**src/rtl/display_scan_controller_pkg.sv**
```systemverilog
// Shared types for the stopwatch display scan path.
// The state enum and BCD width are also used by the stopwatch top level.
package scan_pkg;

    typedef enum logic [1:0] {
        S_IDLE,
        S_BLANK,
        S_DRIVE
    } scan_state_t;

    localparam int BCD_W = 4;

endpackage

```
**src/rtl/display_scan_controller_if.sv**
```systemverilog
// Bus between the stopwatch core and the display scan controller.
// master = digit source / display consumer, slave = scan controller.
interface display_scan_if
    import scan_pkg::*;
#(
    parameter int NUM_DIGITS = 4
);
    localparam int SEL_W = (NUM_DIGITS > 1) ? $clog2(NUM_DIGITS) : 1;

    logic                          enable;
    logic [BCD_W*NUM_DIGITS-1:0]   digit_data;
    logic [NUM_DIGITS-1:0]         dp_mask;
    logic                          lz_suppress;
    logic [SEL_W-1:0]              digit_sel;
    logic [BCD_W-1:0]              bcd_out;
    logic                          dp_out;
    logic [NUM_DIGITS-1:0]         anode_n;
    logic                          frame_done;

    modport master (
        output enable, digit_data, dp_mask, lz_suppress,
        input  digit_sel, bcd_out, dp_out, anode_n, frame_done
    );

    modport slave (
        input  enable, digit_data, dp_mask, lz_suppress,
        output digit_sel, bcd_out, dp_out, anode_n, frame_done
    );

endinterface

```
**src/rtl/display_scan_controller_slot_timer.sv**
```systemverilog
// Slot timer for the scan controller: a counter cleared by the FSM on every
// state change, with terminal counts for the blanking gap and the drive phase.
module scan_slot_timer #(
    parameter int SCAN_DIV     = 50000,
    parameter int BLANK_CYCLES = 16
) (
    input  logic clk,
    input  logic reset,
    input  logic clear_i,
    output logic blank_done_o,
    output logic slot_done_o
);
    localparam int CNT_W = (SCAN_DIV > 1) ? $clog2(SCAN_DIV) : 1;

    logic [CNT_W-1:0] cnt_q;
    logic [CNT_W-1:0] cnt_d;

    // Next count: restart from zero whenever the FSM changes state.
    always_comb begin
        cnt_d = clear_i ? '0 : cnt_q + CNT_W'(1);
    end

    // Count register.
    always_ff @(posedge clk) begin
        if (reset) begin
            cnt_q <= '0;
        end else begin
            cnt_q <= cnt_d;
        end
    end

    // Last cycle of the blanking gap, and last cycle of the drive phase.
    assign blank_done_o = (cnt_q == CNT_W'(BLANK_CYCLES - 1));
    assign slot_done_o  = (cnt_q == CNT_W'(SCAN_DIV - BLANK_CYCLES - 1));

endmodule

```
**src/rtl/display_scan_controller.sv**
```systemverilog
// Time-multiplexed 7-segment scan sequencer. Each digit slot is a blanking
// gap followed by a drive phase; the digit word is snapshotted once per frame
// and leading zeros can be blanked. All outputs are registered from the
// next-state values so they line up exactly with the FSM state.
module display_scan_controller
    import scan_pkg::*;
#(
    parameter int NUM_DIGITS   = 4,
    parameter int SCAN_DIV     = 50000,
    parameter int BLANK_CYCLES = 16
) (
    input  logic          clk,
    input  logic          reset,
    display_scan_if.slave bus
);
    localparam int SEL_W  = (NUM_DIGITS > 1) ? $clog2(NUM_DIGITS) : 1;
    localparam int DATA_W = BCD_W * NUM_DIGITS;
    localparam logic [SEL_W-1:0] LAST_SEL = SEL_W'(NUM_DIGITS - 1);

    scan_state_t             state_q, state_d;
    logic [SEL_W-1:0]        sel_q, sel_d;
    logic [DATA_W-1:0]       snap_q, snap_d;
    logic [NUM_DIGITS-1:0]   dps_q, dps_d;
    logic [BCD_W-1:0]        bcd_q, bcd_d;
    logic                    dp_q, dp_d;
    logic [NUM_DIGITS-1:0]   anode_n_q, anode_n_d;
    logic                    frame_done_q, frame_done_d;

    logic timer_clear;
    logic blank_done;
    logic slot_done;
    logic show;

    // A digit is blanked when it and every more significant snapshot digit
    // are zero; digit 0 is always shown so a zero reading is still visible.
    function automatic logic is_suppressed(input logic [DATA_W-1:0] snap,
                                           input logic [SEL_W-1:0]  idx,
                                           input logic              lz);
        logic zero_above;
        is_suppressed = 1'b0;
        zero_above    = 1'b1;
        for (int i = NUM_DIGITS - 1; i >= 1; i--) begin
            zero_above = zero_above && (snap[BCD_W*i +: BCD_W] == '0);
            if (int'(idx) == i) begin
                is_suppressed = lz && zero_above;
            end
        end
    endfunction

    scan_slot_timer #(
        .SCAN_DIV     (SCAN_DIV),
        .BLANK_CYCLES (BLANK_CYCLES)
    ) u_timer (
        .clk          (clk),
        .reset        (reset),
        .clear_i      (timer_clear),
        .blank_done_o (blank_done),
        .slot_done_o  (slot_done)
    );

    // Next state, digit advance, snapshot reload and registered output decode.
    always_comb begin
        state_d      = state_q;
        sel_d        = sel_q;
        snap_d       = snap_q;
        dps_d        = dps_q;
        frame_done_d = 1'b0;

        if (!bus.enable) begin
            state_d = S_IDLE;
            sel_d   = '0;
        end else begin
            case (state_q)
                S_IDLE: begin
                    state_d = S_BLANK;
                    sel_d   = '0;
                    snap_d  = bus.digit_data;
                    dps_d   = bus.dp_mask;
                end
                S_BLANK: begin
                    if (blank_done) begin
                        state_d = S_DRIVE;
                    end
                end
                S_DRIVE: begin
                    if (slot_done) begin
                        state_d = S_BLANK;
                        if (sel_q == LAST_SEL) begin
                            // Frame boundary: the only point where live digits are sampled.
                            sel_d        = '0;
                            frame_done_d = 1'b1;
                            snap_d       = bus.digit_data;
                            dps_d        = bus.dp_mask;
                        end else begin
                            sel_d = sel_q + SEL_W'(1);
                        end
                    end
                end
                default: begin
                    state_d = S_IDLE;
                    sel_d   = '0;
                end
            endcase
        end

        // Counter restarts on every state change and is held at zero while idle.
        timer_clear = (state_d != state_q) || (state_d == S_IDLE);

        show      = (state_d == S_DRIVE) && !is_suppressed(snap_d, sel_d, bus.lz_suppress);
        bcd_d     = (state_d == S_IDLE) ? '0 : snap_d[BCD_W*int'(sel_d) +: BCD_W];
        dp_d      = show && dps_d[sel_d];
        anode_n_d = '1;
        if (show) begin
            anode_n_d[sel_d] = 1'b0;
        end
    end

    // State, snapshot and output registers; reset has priority over everything.
    always_ff @(posedge clk) begin
        if (reset) begin
            state_q      <= S_IDLE;
            sel_q        <= '0;
            snap_q       <= '0;
            dps_q        <= '0;
            bcd_q        <= '0;
            dp_q         <= 1'b0;
            anode_n_q    <= '1;
            frame_done_q <= 1'b0;
        end else begin
            state_q      <= state_d;
            sel_q        <= sel_d;
            snap_q       <= snap_d;
            dps_q        <= dps_d;
            bcd_q        <= bcd_d;
            dp_q         <= dp_d;
            anode_n_q    <= anode_n_d;
            frame_done_q <= frame_done_d;
        end
    end

    assign bus.digit_sel  = sel_q;
    assign bus.bcd_out    = bcd_q;
    assign bus.dp_out     = dp_q;
    assign bus.anode_n    = anode_n_q;
    assign bus.frame_done = frame_done_q;

endmodule

```
**src/flat_wrapper.sv**
```systemverilog
// flat-port wrapper written by rule: the top's interface ports become plain ports
module display_scan_controller_flat import scan_pkg::*;
#(
    parameter int NUM_DIGITS   = 4,
    parameter int SCAN_DIV     = 50000,
    parameter int BLANK_CYCLES = 16
)
  (clk, reset, bus_enable, bus_digit_data, bus_dp_mask, bus_lz_suppress, bus_digit_sel, bus_bcd_out, bus_dp_out, bus_anode_n, bus_frame_done);
  display_scan_if #(.NUM_DIGITS(NUM_DIGITS)) bus_i ();
  input  logic clk;
  input  logic reset;
  input wire logic [$bits(bus_i.enable)-1:0] bus_enable;
  input wire logic [$bits(bus_i.digit_data)-1:0] bus_digit_data;
  input wire logic [$bits(bus_i.dp_mask)-1:0] bus_dp_mask;
  input wire logic [$bits(bus_i.lz_suppress)-1:0] bus_lz_suppress;
  output wire logic [$bits(bus_i.digit_sel)-1:0] bus_digit_sel;
  output wire logic [$bits(bus_i.bcd_out)-1:0] bus_bcd_out;
  output wire logic [$bits(bus_i.dp_out)-1:0] bus_dp_out;
  output wire logic [$bits(bus_i.anode_n)-1:0] bus_anode_n;
  output wire logic [$bits(bus_i.frame_done)-1:0] bus_frame_done;
  assign bus_i.enable = bus_enable;
  assign bus_i.digit_data = bus_digit_data;
  assign bus_i.dp_mask = bus_dp_mask;
  assign bus_i.lz_suppress = bus_lz_suppress;
  assign bus_digit_sel = bus_i.digit_sel;
  assign bus_bcd_out = bus_i.bcd_out;
  assign bus_dp_out = bus_i.dp_out;
  assign bus_anode_n = bus_i.anode_n;
  assign bus_frame_done = bus_i.frame_done;
  display_scan_controller #(.NUM_DIGITS(NUM_DIGITS), .SCAN_DIV(SCAN_DIV), .BLANK_CYCLES(BLANK_CYCLES)) u_core (.clk(clk), .reset(reset), .bus(bus_i));
endmodule
```
**config.mk**
```make
export PLATFORM = sky130hd
export DESIGN_NAME = display_scan_controller_flat
export DESIGN_NICKNAME = d
export VERILOG_FILES = /design/src/rtl/display_scan_controller_pkg.sv /design/src/rtl/display_scan_controller_if.sv /design/src/rtl/display_scan_controller_slot_timer.sv /design/src/rtl/display_scan_controller.sv /design/src/flat_wrapper.sv
export SDC_FILE = /design/constraint.sdc
export NUM_CORES = 1
export LEC_CHECK = 0
export CAP_MARGIN = 15
export CORE_UTILIZATION = 50
export DETAILED_ROUTE_END_ITERATION = 16
export PLACE_DENSITY_LB_ADDON = 0.1
export SETUP_SLACK_MARGIN = 0.15
export SLEW_MARGIN = 20
export SYNTH_ARGS = -nofsm -noshare
export SYNTH_HDL_FRONTEND = slang
export SYNTH_HIERARCHICAL = 1
export SYNTH_SLANG_ARGS = --single-unit
```
**constraint.sdc**
```tcl
create_clock -name clk -period 3.4 [get_ports clk]
set_clock_uncertainty 0.2 [all_clocks]
set_input_delay 0.34 -clock clk [delete_from_list [all_inputs] [get_ports clk]]
set_output_delay 0.34 -clock clk [all_outputs]
set_load 0.005 [all_outputs]
```
Word-level counts from Yosys, hierarchy flattened
Index checks and enable logic that the tools add are counted.

Shift operators: 1. Bitwise gates (word level): 5. Equal/unequal tests: 10. Magnitude comparators: 2. Muxes and demuxes: 24. $mul: 0. Reduce and logical (&&, ||, !) cells: 19. Add/sub/neg operators: 2. Div/mod/pow operators: 0.

Operators with widths (number): 16-bit 2-to-1 mux (3); 16-bit one-hot mux with 2 select lines (1); 16-bit by 1-bit adder with 16-bit output, second input constant (1); 16-bit == test, second input constant (1); 16-bit by 4-bit == test with 1-bit output, second input constant (1); 16-bit by 5-bit indexed part select with 4-bit output (1); 4-bit zero test (3); 2-bit 2-to-1 mux (6); 4-bit 2-to-1 mux (3); 2-bit == test, second input constant (5); 1-bit logical AND (8); 4-bit one-hot mux with 2 select lines (1); 1-bit 2-to-1 mux (6); 2-bit one-hot mux with 3 select lines (1); 2-bit OR reduction (3); 2-bit by 1-bit == test with 1-bit output, second input constant (2); 2-bit zero test (2); 1-bit inverter (4); 4-bit inverter (1); 2-bit one-hot mux with 2 select lines (1); 4-bit OR reduction (1); 2-bit by 3-bit less-than comparator with 1-bit output, second input constant (1); 2-bit by 1-bit adder with 2-bit output, second input constant (1); 1-bit binary-select mux with 2-bit select (1); other kinds (5) (5).

Bits in registers: 50. Memories: 0. Latch bits: 0. Memory bits (read-only): 0. Bits in writable memories: 0.

Longest topological paths before layout
Gate-level depths: netlist (run 1).

Word-level depth: 14. Depth in mapped cells: 11. Mapped depth without buffers: 11.

Hierarchy
Netlist (run 1), hierarchy kept.

Modules (own cells, without submodules): display_scan_controller (cells each 193, times used 1, area an instance 1672.9 um2); scan_slot_timer (cells each 87, times used 1, area an instance 769.5 um2).

Least setup slack after synthesis (run 1)
Ideal clock, no wire load.

Kind: reg2reg. From: reg u_core.u_timer.cnt_q[0]. To: reg u_core.dp_q (netlist: u_core/bus.dp_out). Period minus slack after synthesis: 3.006 ns. Setup slack: 0.394 ns. Data arrival time: 2.689 ns. Stages on the path, launching flop included: 12. Required time: 3.083 ns. Path through: dfxtp_1 ha_1 and3_1 nand3_1 nor4_1 nand4_1 and2_1 buf_2 a221oi_2 o2111ai_1 a21oi_1 and4b_1.

Longest elaborated chain between the ends: 12.

RTL lines: from (decl) (RTL line display_scan_controller_slot_timer.sv:15) `logic [CNT_W-1:0] cnt_q;`; from (signal assigned) (RTL line display_scan_controller_slot_timer.sv:28) `cnt_q <= cnt_d;`; 16-bit == test (*) (RTL line display_scan_controller_slot_timer.sv:34) `assign slot_done_o = (cnt_q == CNT_W'(SCAN_DIV - BLANK_CYCLES - 1));`; net u_core.slot_done (RTL line display_scan_controller.sv:31) `logic slot_done;`; 16-bit 2-to-1 mux (RTL line display_scan_controller.sv:86) `if (slot_done) begin`; 16-bit one-hot mux with 2 select lines (RTL line display_scan_controller.sv:73) `case (state_q)`; 16-bit 2-to-1 mux (RTL line display_scan_controller.sv:69) `if (!bus.enable) begin`; 4-bit zero test (RTL line display_scan_controller.sv:43) `zero_above = zero_above && (snap[BCD_W*i +: BCD_W] == '0);`; 1-bit logical AND, on equally long branches (RTL line display_scan_controller.sv:45, display_scan_controller.sv:43); 1-bit 2-to-1 mux, or another cell as far along (RTL line display_scan_controller.sv:44) `if (int'(idx) == i) begin`; 1-bit 2-to-1 mux or 1-bit logical AND (tied branches) (RTL line display_scan_controller.sv:44, display_scan_controller.sv:45); 1-bit 2-to-1 mux (RTL line display_scan_controller.sv:44); 1-bit zero test (RTL line display_scan_controller.sv:109) `show = (state_d == S_DRIVE) && !is_suppressed(snap_d, sel_d, bus.lz_suppress);`; 1-bit logical AND (RTL line display_scan_controller.sv:109); 1-bit logical AND (*) (RTL line display_scan_controller.sv:111) `dp_d = show && dps_d[sel_d];`; to (signal assigned) (RTL line display_scan_controller.sv:135) `dp_q <= dp_d;`; to (decl) (RTL line display_scan_controller.sv:25) `logic dp_q, dp_d;`.

Mark *: on every way through the listed nets, which the timed path passes. The rest lies on a longest branch. The select of a mux whose other input is x is not followed. A chain may end at the register's enable or synchronous reset.

Final worst setup path (run 1)
Same ends and word-level chain as after synthesis.

==> impl_metrics.env, run 1 <==
export IMPL_cp_endpoint="u_core/bus.dp_out$_SDFF_PP0_"
export IMPL_drive_gt1_frac=0.0912
export IMPL_synth_xor_area_frac=0.0108
export IMPL_cts_buffer_depth=2
export IMPL_port_buffers=35
export IMPL_overflow=0
export IMPL_power_leakage_nw=1.08
export IMPL_ant_nets=0
export IMPL_syn_area_um2=2440
export IMPL_hold_class="reg -> reg"
export IMPL_via_per_inst=5.69
export IMPL_grt_pass1_wl_um=9300
export IMPL_worstRegToRegCells=11
export IMPL_pin_count=36
export IMPL_grt_max_degree=23
export IMPL_antenna_found_initial=0
export IMPL_utilization=0.630
export IMPL_max_cap_viol_count=0
export IMPL_power_mw=1.07
export IMPL_rsz0062_at_grt="false"
export IMPL_seq_area_frac_synth=0.410
export IMPL_cts_hold_buf=0
export IMPL_worstMarginPinSlew_ns=0.573
export IMPL_max_freq_mhz=331
export IMPL_initial_core_util=0.517
export IMPL_htreeDepth=2
export IMPL_critPathTopFamily="simple AND/OR/NAND/NOR gates"
export IMPL_post_route_period_util=0.888
export IMPL_synth_avg_cell_area_um2=8.72
export IMPL_synthMuxAreaShare=0.0210
export IMPL_design_area_um2=2980
export IMPL_synth_edf_count=0
export IMPL_fp_dieW_um=71.9
export IMPL_crit_buf_inv=1
export IMPL_crit_type="reg -> reg"
export IMPL_gp_congestion=0.917
export IMPL_drt_wl_total_um=5620
export IMPL_final_hold_violation_count=0
export IMPL_grt_pass1_vias=2053
export IMPL_cp_arrival_ns=3.01
export IMPL_numClockSinks=50
export IMPL_pwr_density_cell_nw_per_um2=359
export IMPL_numCtsBuffers=5
export IMPL_crit_path_start_kind="flop"
export IMPL_period_needed_ns=3.02
export IMPL_post_dp_hpwl_um=4180
export IMPL_synth_compound_area_share=0.215
export IMPL_use_met3=0.0347
export IMPL_r2r_start="u_core/u_timer/cnt_q[0]$_SDFF_PP0_"
export IMPL_drt_iter0_markers=168
export IMPL_cts_tree="yes"
export IMPL_area_delta_synth_final_pct=21.9
export IMPL_min_from="u_core/u_timer/cnt_q[0]$_SDFF_PP0_"
export IMPL_required_ns=3.39
export IMPL_synth_top_flop_cell="dfxtp_1"
export IMPL_setup_viol=0
export IMPL_vdd_ir_drop_max_mv=0.175
export IMPL_tns_ns=0
export IMPL_synth_top_cell_by_area="dfxtp_1"
export IMPL_slowest_delay_ns=0.40
export IMPL_die_area_um2=5170
export IMPL_ys_seq_elements=50
export IMPL_path_depth=11
export IMPL_placed_area_um2=2860
export IMPL_synth_fa_ha_area_frac=0.0359
export IMPL_syn_inst=280
export IMPL_cp_max_fo=6
export IMPL_grt_use_total=0.232
export IMPL_cp_cell_sequence="ha_1 > and3_1 > nand3_1 > nor4_1 > buf_4 > nand4_1 > and2_4 > a221oi_2 > o2111ai_2 > a21oi_1 > and4b_1"
export IMPL_die_h_um=71.9
export IMPL_n_antenna_cell=0
export IMPL_r2r_slack_ns=0.38
export IMPL_synth_simple_area_share=0.267
export IMPL_ys_async_sr_fraction=0
export IMPL_yosysMostFrequentCell="dfxtp_1"
export IMPL_synth_top_area_frac=0.410
export IMPL_maxSlewViolCount=0
export IMPL_cts_clk_slew_worst_paths_ns=0.08
export IMPL_endpoint_kind="flop"
export IMPL_vias=2192
export IMPL_clk_insertion_delay_late_ns=0.30
export IMPL_slowest_stage="dfxtp_1"
export IMPL_startpoint="u_core/u_timer/cnt_q[0]$_SDFF_PP0_"
export IMPL_fin_nets=349
export IMPL_root_buffer="clkbuf_8"
export IMPL_first_pass_iters=4
export IMPL_rows=25
export IMPL_synth_cell_type_count=51
export IMPL_synth_top_family_by_area="simple AND/OR/NAND/NOR gates"
export IMPL_outcome="finished, final reports clean"
export IMPL_ys_warn_count=6
export IMPL_met2_usage=0.355
export IMPL_core_um2=4720
export IMPL_synthTopCellsByArea="dfxtp_1 41%, nor2_1 5.2%, a21oi_1 4.3%"
export IMPL_yosys_top_cells_count="50 x dfxtp_1, 34 x nor2_1, 21 x a21oi_1"
export IMPL_use_met1=0.329
export IMPL_route_detailed_drc=0
export IMPL_reg2reg_to="u_core/bus.dp_out$_SDFF_PP0_"
export IMPL_synth_nets=311
export IMPL_slew_headroom=0.613
export IMPL_routedWlPerCell_um=14.6
export IMPL_busiest_layer="met2"
## power breakdown
group          switching (mW)  internal, mW  total (mW)
combinational          0.0712        0.0636       0.135
sequential            0.00831         0.603       0.611
clock                   0.181         0.142       0.323
total                   0.261         0.808        1.07
## layout by cell type (no fill, tap or decap), drive strengths merged, types with 2 or more instances in the layout
master / instances
a211oi: 2
a21oi: 21
a221oi: 4
a22o: 3
a22oi: 10
and2: 7
and3: 5
and4b: 2
buf: 7
clkbuf: 7
clkdlybuf4s50: 35
dfxtp: 50
ha: 7
inv: 8
mux2i: 4
nand2: 18
nand2b: 3
nand3: 8
nand4: 5
nor2: 34
nor2b: 6
nor3: 6
nor4: 6
o211ai: 3
o21a: 4
o21ai: 11
o22ai: 3
o31ai: 7
or2: 2
or3: 8
or4: 7
xnor2: 2
## metrics by stage
step,std cells,setup slack (ns),hold WS (ns)
2_1_floorplan,280,0.394,0.212
3_3_place_gp,378,0.394,0.257
3_5_place_dp,378,0.306,0.273
4_1_cts,385,0.287,0.292
5_1_grt,385,0.165,0.310
6_report,385,0.380,0.290
## worst min-delay path by stage
stage	depth (start not counted)	to	slack [ns]
after global placement	1	u_core/u_timer/cnt_q[0]$_SDFF_PP0_	0.26
after CTS	1	u_core/u_timer/cnt_q[0]$_SDFF_PP0_	0.29
after floorplan	1	u_core/snap_q[14]$_SDFF_PP0_	0.21
after global routing	2	u_core/u_timer/cnt_q[15]$_SDFF_PP0_	0.31
final	1	u_core/u_timer/cnt_q[0]$_SDFF_PP0_	0.29
after detailed placement	1	u_core/u_timer/cnt_q[0]$_SDFF_PP0_	0.27
## layout make-up
cell class | count | area (um2)
Clock buffer | 7 | 76.3
Timing Repair Buffer | 42 | 403
Inverter | 8 | 30.0
Fill cell | 431 | 1750
Multi-Input combinational cell | 211 | 1380
Tap cell | 67 | 83.8
Sequential cell | 50 | 1000
## layer usage
| metal | wire, um | up-vias | part of all wire |
|---|---|---|---|
| li1 | - | 1112 | - |
| met1 | 2830 | 1024 | 0.50 |
| met2 | 2480 | 47 | 0.44 |
| met3 | 219 | 9 | 0.039 |
| met4 | 88 | 0 | 0.016 |
| met5 | 0 | - | 0 |
## flip-flops by register name, summed over array words and instances (netlist names)
register / count
u_core/bus.digit_sel: 2
u_core/snap_q: 16
u_core/bus.frame_done: 1
u_core/bus.bcd_out: 4
u_core/bus.dp_out: 1
u_core/bus.anode_n: 4
u_core/dps_q: 4
u_core/state_q: 2
u_core/u_timer/cnt_q: 16
## cell families after synthesis
group                    count (synthesis)
AO/OA/AOI/OAI                           76
XOR/XNOR                                 3
multiplexers                             5
AND/OR/NAND/NOR                        120
adder cells (fa/ha/maj)                  7
buffers and inverters                   19
flip-flops                              50
## timing repair
| action | in CTS | in global routing |
|---|---|---|
| resized for setup | 0 | 10 |
| endpoints found under the setup margin | 0 | 5 |
| setup buffers | 0 | 0 |
No activity file was read; power rests on OpenSTA's default activity.
==> run 2, diff against run 1 <==
--- a/config.mk
+++ b/config.mk
@@ -6,8 +6,10 @@
 export NUM_CORES = 1
 export LEC_CHECK = 0
 export CAP_MARGIN = 15
+export CORE_MARGIN = 2
 export CORE_UTILIZATION = 50
 export DETAILED_ROUTE_END_ITERATION = 16
+export GPL_TIMING_DRIVEN = 0
 export PLACE_DENSITY_LB_ADDON = 0.1
 export SETUP_SLACK_MARGIN = 0.15
 export SLEW_MARGIN = 20
==> impl_metrics.env, run 2 (synthesized netlist as in run 1, its figures left out) <==
export IMPL_max_freq_mhz=324
export IMPL_layout_common_cells="49 x dfxtp_1, 35 x clkdlybuf4s50_1, 34 x nor2_1"
export IMPL_fin_nets=353
export IMPL_critPathTopFamily="simple AND/OR/NAND/NOR gates"
export IMPL_pin_count=36
export IMPL_required_ns=3.39
export IMPL_cp_cell_sequence="ha_2 > and3_1 > nand3_1 > nor4_4 > nor2b_1 > a211oi_4 > nand2_1 > nor2_1 > a21oi_1 > and4b_1"
export IMPL_largestRegisters="u_core/snap_q x16, u_core/u_timer/cnt_q x16"
export IMPL_crit_buf_inv=0
export IMPL_port_buffers=35
export IMPL_pwr_density_cell_nw_per_um2=357
export IMPL_route_detailed_drc=0
export IMPL_grt_max_degree=14
export IMPL_worstMarginPinSlew_ns=0.529
export IMPL_drt_wl_total_um=5840
export IMPL_overflow=0
export IMPL_grt_use_total=0.227
export IMPL_via_per_inst=5.70
export IMPL_power_mw=1.06
export IMPL_setup_viol=0
export IMPL_grt_pass1_wl_um=9660
export IMPL_routedWlPerCell_um=15.0
export IMPL_initial_core_util=0.517
export IMPL_cp_arrival_ns=3.08
export IMPL_crit_path_start_kind="flop"
export IMPL_maxSlewViolCount=0
export IMPL_final_common_cell="dfxtp_1"
export IMPL_endpoint_kind="flop"
export IMPL_tns_ns=0
export IMPL_gp_congestion=0.781
export IMPL_grt_pass1_vias=1999
export IMPL_root_buffer="clkbuf_8"
export IMPL_numCtsBuffers=5
export IMPL_design_area_um2=2980
export IMPL_hold_class="reg -> reg"
export IMPL_rsz0062_at_grt="false"
export IMPL_cts_tree="yes"
export IMPL_busiest_layer="met1"
export IMPL_placed_area_um2=2880
export IMPL_period_needed_ns=3.09
export IMPL_n_antenna_cell=0
export IMPL_slowest_stage="a211oi_4"
export IMPL_slowest_delay_ns=0.48
export IMPL_use_met1=0.352
export IMPL_core_um2=4720
export IMPL_crit_type="reg -> reg"
export IMPL_clk_insertion_delay_late_ns=0.29
export IMPL_antenna_found_initial=0
export IMPL_met2_usage=0.316
export IMPL_max_cap_viol_count=0
export IMPL_outcome="finished, final reports clean"
export IMPL_vias=2216
export IMPL_vdd_ir_drop_max_mv=0.256
export IMPL_die_area_um2=5460
export IMPL_drt_iter0_markers=106
export IMPL_final_hold_violation_count=0
export IMPL_post_cts_setup_buffers=0
export IMPL_rows=25
export IMPL_use_met3=0.0453
export IMPL_power_leakage_nw=1.08
export IMPL_post_dp_hpwl_um=4280
export IMPL_fp_dieW_um=73.9
export IMPL_first_pass_iters=4
export IMPL_ant_nets=0
export IMPL_htreeDepth=2
export IMPL_slew_headroom=0.647
export IMPL_numClockSinks=50
export IMPL_die_h_um=73.9
export IMPL_post_route_period_util=0.909
export IMPL_cp_max_fo=9
export IMPL_cts_hold_buf=0
export IMPL_drive_gt1_frac=0.0839
export IMPL_cts_buffer_depth=2
export IMPL_cts_clk_slew_worst_paths_ns=0.08
export IMPL_area_delta_synth_final_pct=22.0
-- run 2: cell types whose count changed in the layout (fill, tap and decap cells not counted), sizes merged --
cell,before,now
clkbuf,7,11
-- run 2: area by class of cell --
type / count / area, um2
plain buffers: 11 / 72.6
multi-input cells: 211 / 1370
inverters: 8 / 30.0
repair buffers: 35 / 350
clock buffers: 7 / 76.3
flip-flops and latches: 50 / 1000
fillers: 418 / 1740
well taps: 67 / 83.8
-- run 2: power breakdown --
group	internal (mW)	switching (mW)	leakage, nW
logic	0.0613	0.0704	0.635
registers	0.603	0.00801	0.407
clock network	0.142	0.178	0.0383
total	0.806	0.257	1.08
-- run 2: repair_timing --
action | CTS | global route
pin swaps | 0 | 2
gates resized for setup | 2 | 4
endpoints found under the setup margin | 25 | 21
-- run 2: worst paths after layout --
kind,from,end,slack (ns),cells after the start
max,u_core/u_timer/cnt_q[1]$_SDFF_PP0_,u_core/bus.dp_out$_SDFF_PP0_,0.31,10
min,u_core/u_timer/cnt_q[0]$_SDFF_PP0_,u_core/u_timer/cnt_q[0]$_SDFF_PP0_,0.25,1
max reg2reg,u_core/u_timer/cnt_q[1]$_SDFF_PP0_,u_core/bus.dp_out$_SDFF_PP0_,0.31,10
min reg2reg,u_core/u_timer/cnt_q[0]$_SDFF_PP0_,u_core/u_timer/cnt_q[0]$_SDFF_PP0_,0.25,1
-- run 2: stage by stage --
step / worst slack [ns] / cells / hold slack, ns / utilization
after floorplan: 0.394 / 280 / 0.212 / -
after global placement: -0.168 / 382 / 0.260 / 0.609
after detailed placement: -0.129 / 382 / 0.266 / 0.609
after CTS: 0.181 / 389 / 0.293 / 0.628
after global routing: 0.199 / 389 / 0.286 / 0.631
final: 0.310 / 389 / 0.251 / 0.631
-- run 2: routing by layer --
metal  vias up  share of wire
li1       1122              -
met3         7          0.056
met1      1026           0.51
met4         0         0.0086
met2        61           0.43
met5         -              0
==> variant, RTL diff (settings of run 1) <==
Set the package constant `BCD_W` to 6 (it was 4).
--- a/src/rtl/display_scan_controller_pkg.sv
+++ b/src/rtl/display_scan_controller_pkg.sv
@@ -10,3 +10,3 @@
 
-    localparam int BCD_W = 4;
+    localparam int BCD_W = 6;
 
Ports: changed (resized bus_bcd_out and bus_digit_data); port bits go from 36 to 46. The function was not compared with the original's and may differ.
==> variant against run 1 <==
Total power up 43%; synthesized area is 29% higher; clock power grew 78%; sequential power grew 20%; maximum frequency fell by 3.1%; setup slack got worse by 96 ps; sequential cell count rose by 10; routed wire length increased by 46%; count of clock-buffer cells in the layout grew 4; via count is 38% higher; non-clock buffer count grew 18; final area rose by 33%.
==> variant: results (changes against run 1) <==
Pwr
  – Static leakage: 1.47 nW (was 1.08 nW)
  – Net switching power: 412 uW (was 261 uW)
  – Combinational power share: 14.1% (was 12.6%)
  – Power Density: 384 nW/um^2 (was 359 nW/um^2)
  – IR drop worst, VDD: 0.295 mV (was 0.175 mV)
  – Clock Power Share: 37.6% (was 30.2%)

Synth
  – Register area share after synthesis: 38.2% (was 41.0%)
  – Commonest cells post-synth: dfxtp_1 (60), nor2_1 (42), a21oi_1 (30) (was dfxtp_1 (50), nor2_1 (34), a21oi_1 (21))
  – Syn Nets: 402 (was 311)
  – Synth area leaders: dfxtp_1 (38%), nor2_1 (5.0%), a21oi_1 (4.8%), nor3_1 (3.3%), buf_6 (2.9%) (was dfxtp_1 (41%), nor2_1 (5.2%), a21oi_1 (4.3%), ha_1 (3.6%), a22oi_1 (3.1%))
  – Cells after Synth: 363 (was 280)

STA
  – Hold_ws: 244 ps (was 290 ps)
  – Relative slew margins: 62.5% (was 61.3%)

Placement
  – GP Congestion: 0.824 (was 0.917)
  – Placed Area: 3660 sq um (was 2860 sq um)
  – Cell total after placement: 478 (was 378)
  – Hpwl dp: 5.97 mm (was 4.18 mm)
  – # port buffers: 45 (was 35)
  – Dpl ws: 56.6 ps (was 306 ps)

Critical path
  – Critical path arrival: 3150 ps (was 3010 ps)
  – Worst path max stage delay: 360 ps (was 400 ps)
  – CP Max Fanout: 10 (was 6)
  – Crit path max-delay cell type: dfxtp_2 (was dfxtp_1)
  – Worst R2R Setup Slack: 280 ps (was 380 ps)

Global route
  – GR Util met1: 29.9% (was 32.9%)
  – First-pass GRT wire length: 12.8 mm (was 9.30 mm)
  – Tot GR Track Use: 25.6% (was 23.2%)
  – Vias in the first global route: 2750 (was 2053)
  – Met3 Use GR: 6.52% (was 3.47%)
  – Largest net degree at the start of global routing: 22 (was 23)

Route
  – Starting DRT DRC Count: 160 (was 168)
  – Met3 wire len: 401 microns (was 219 microns)
  – WL final: 8.18 mm (was 5.62 mm)
  – Routed met1 length: 3.43 mm (was 2.83 mm)
  – Via Count: 3022 (was 2192)

Clock network
  – H-tree lvl count: 3 (was 2)
  – CTS buffer count: 9 (was 5)

Layout
  – FILL cells: 514 (was 431)
  – Fraction of layout cells with a size suffix above 1: 17.9% (was 9.12%)

Run status
  – Outcome: complete, no violations (unchanged)
-- variant: cell type report --
| type | instances | area, sq um | area share, % |
|---|---|---|---|
| well taps | 75 | 93.8 | 2.37 |
| inverters | 7 | 26.3 | 0.662 |
| multi-input cells | 277 | 1910 | 48.0 |
| flip-flops and latches | 60 | 1200 | 30.3 |
| repair buffers | 60 | 561 | 14.1 |
| clock inverters | 5 | 36.3 | 0.915 |
| clock buffers | 11 | 141 | 3.56 |
-- variant: kinds of logic (layout without fill, tap and decap cells) --
logic type,Yosys count,in the layout,share of synthesized area [%]
xor gates and xnor gates,3,3,0.836
adders and majority gates,7,7,2.79
DFF,60,60,38.2
and+or+nand+nor,147,147,25.7
AOI/OAI and AO/OA,112,112,24.4
buffers and inverters,26,83,5.30
muxes,8,8,2.71
-- variant: timing repair --
item	CTS	global route
setup endpoints to repair	17	27
endpoints found under the hold margin	0	0
gates cloned	0	1
resized for setup	5	26
pin swaps	0	4
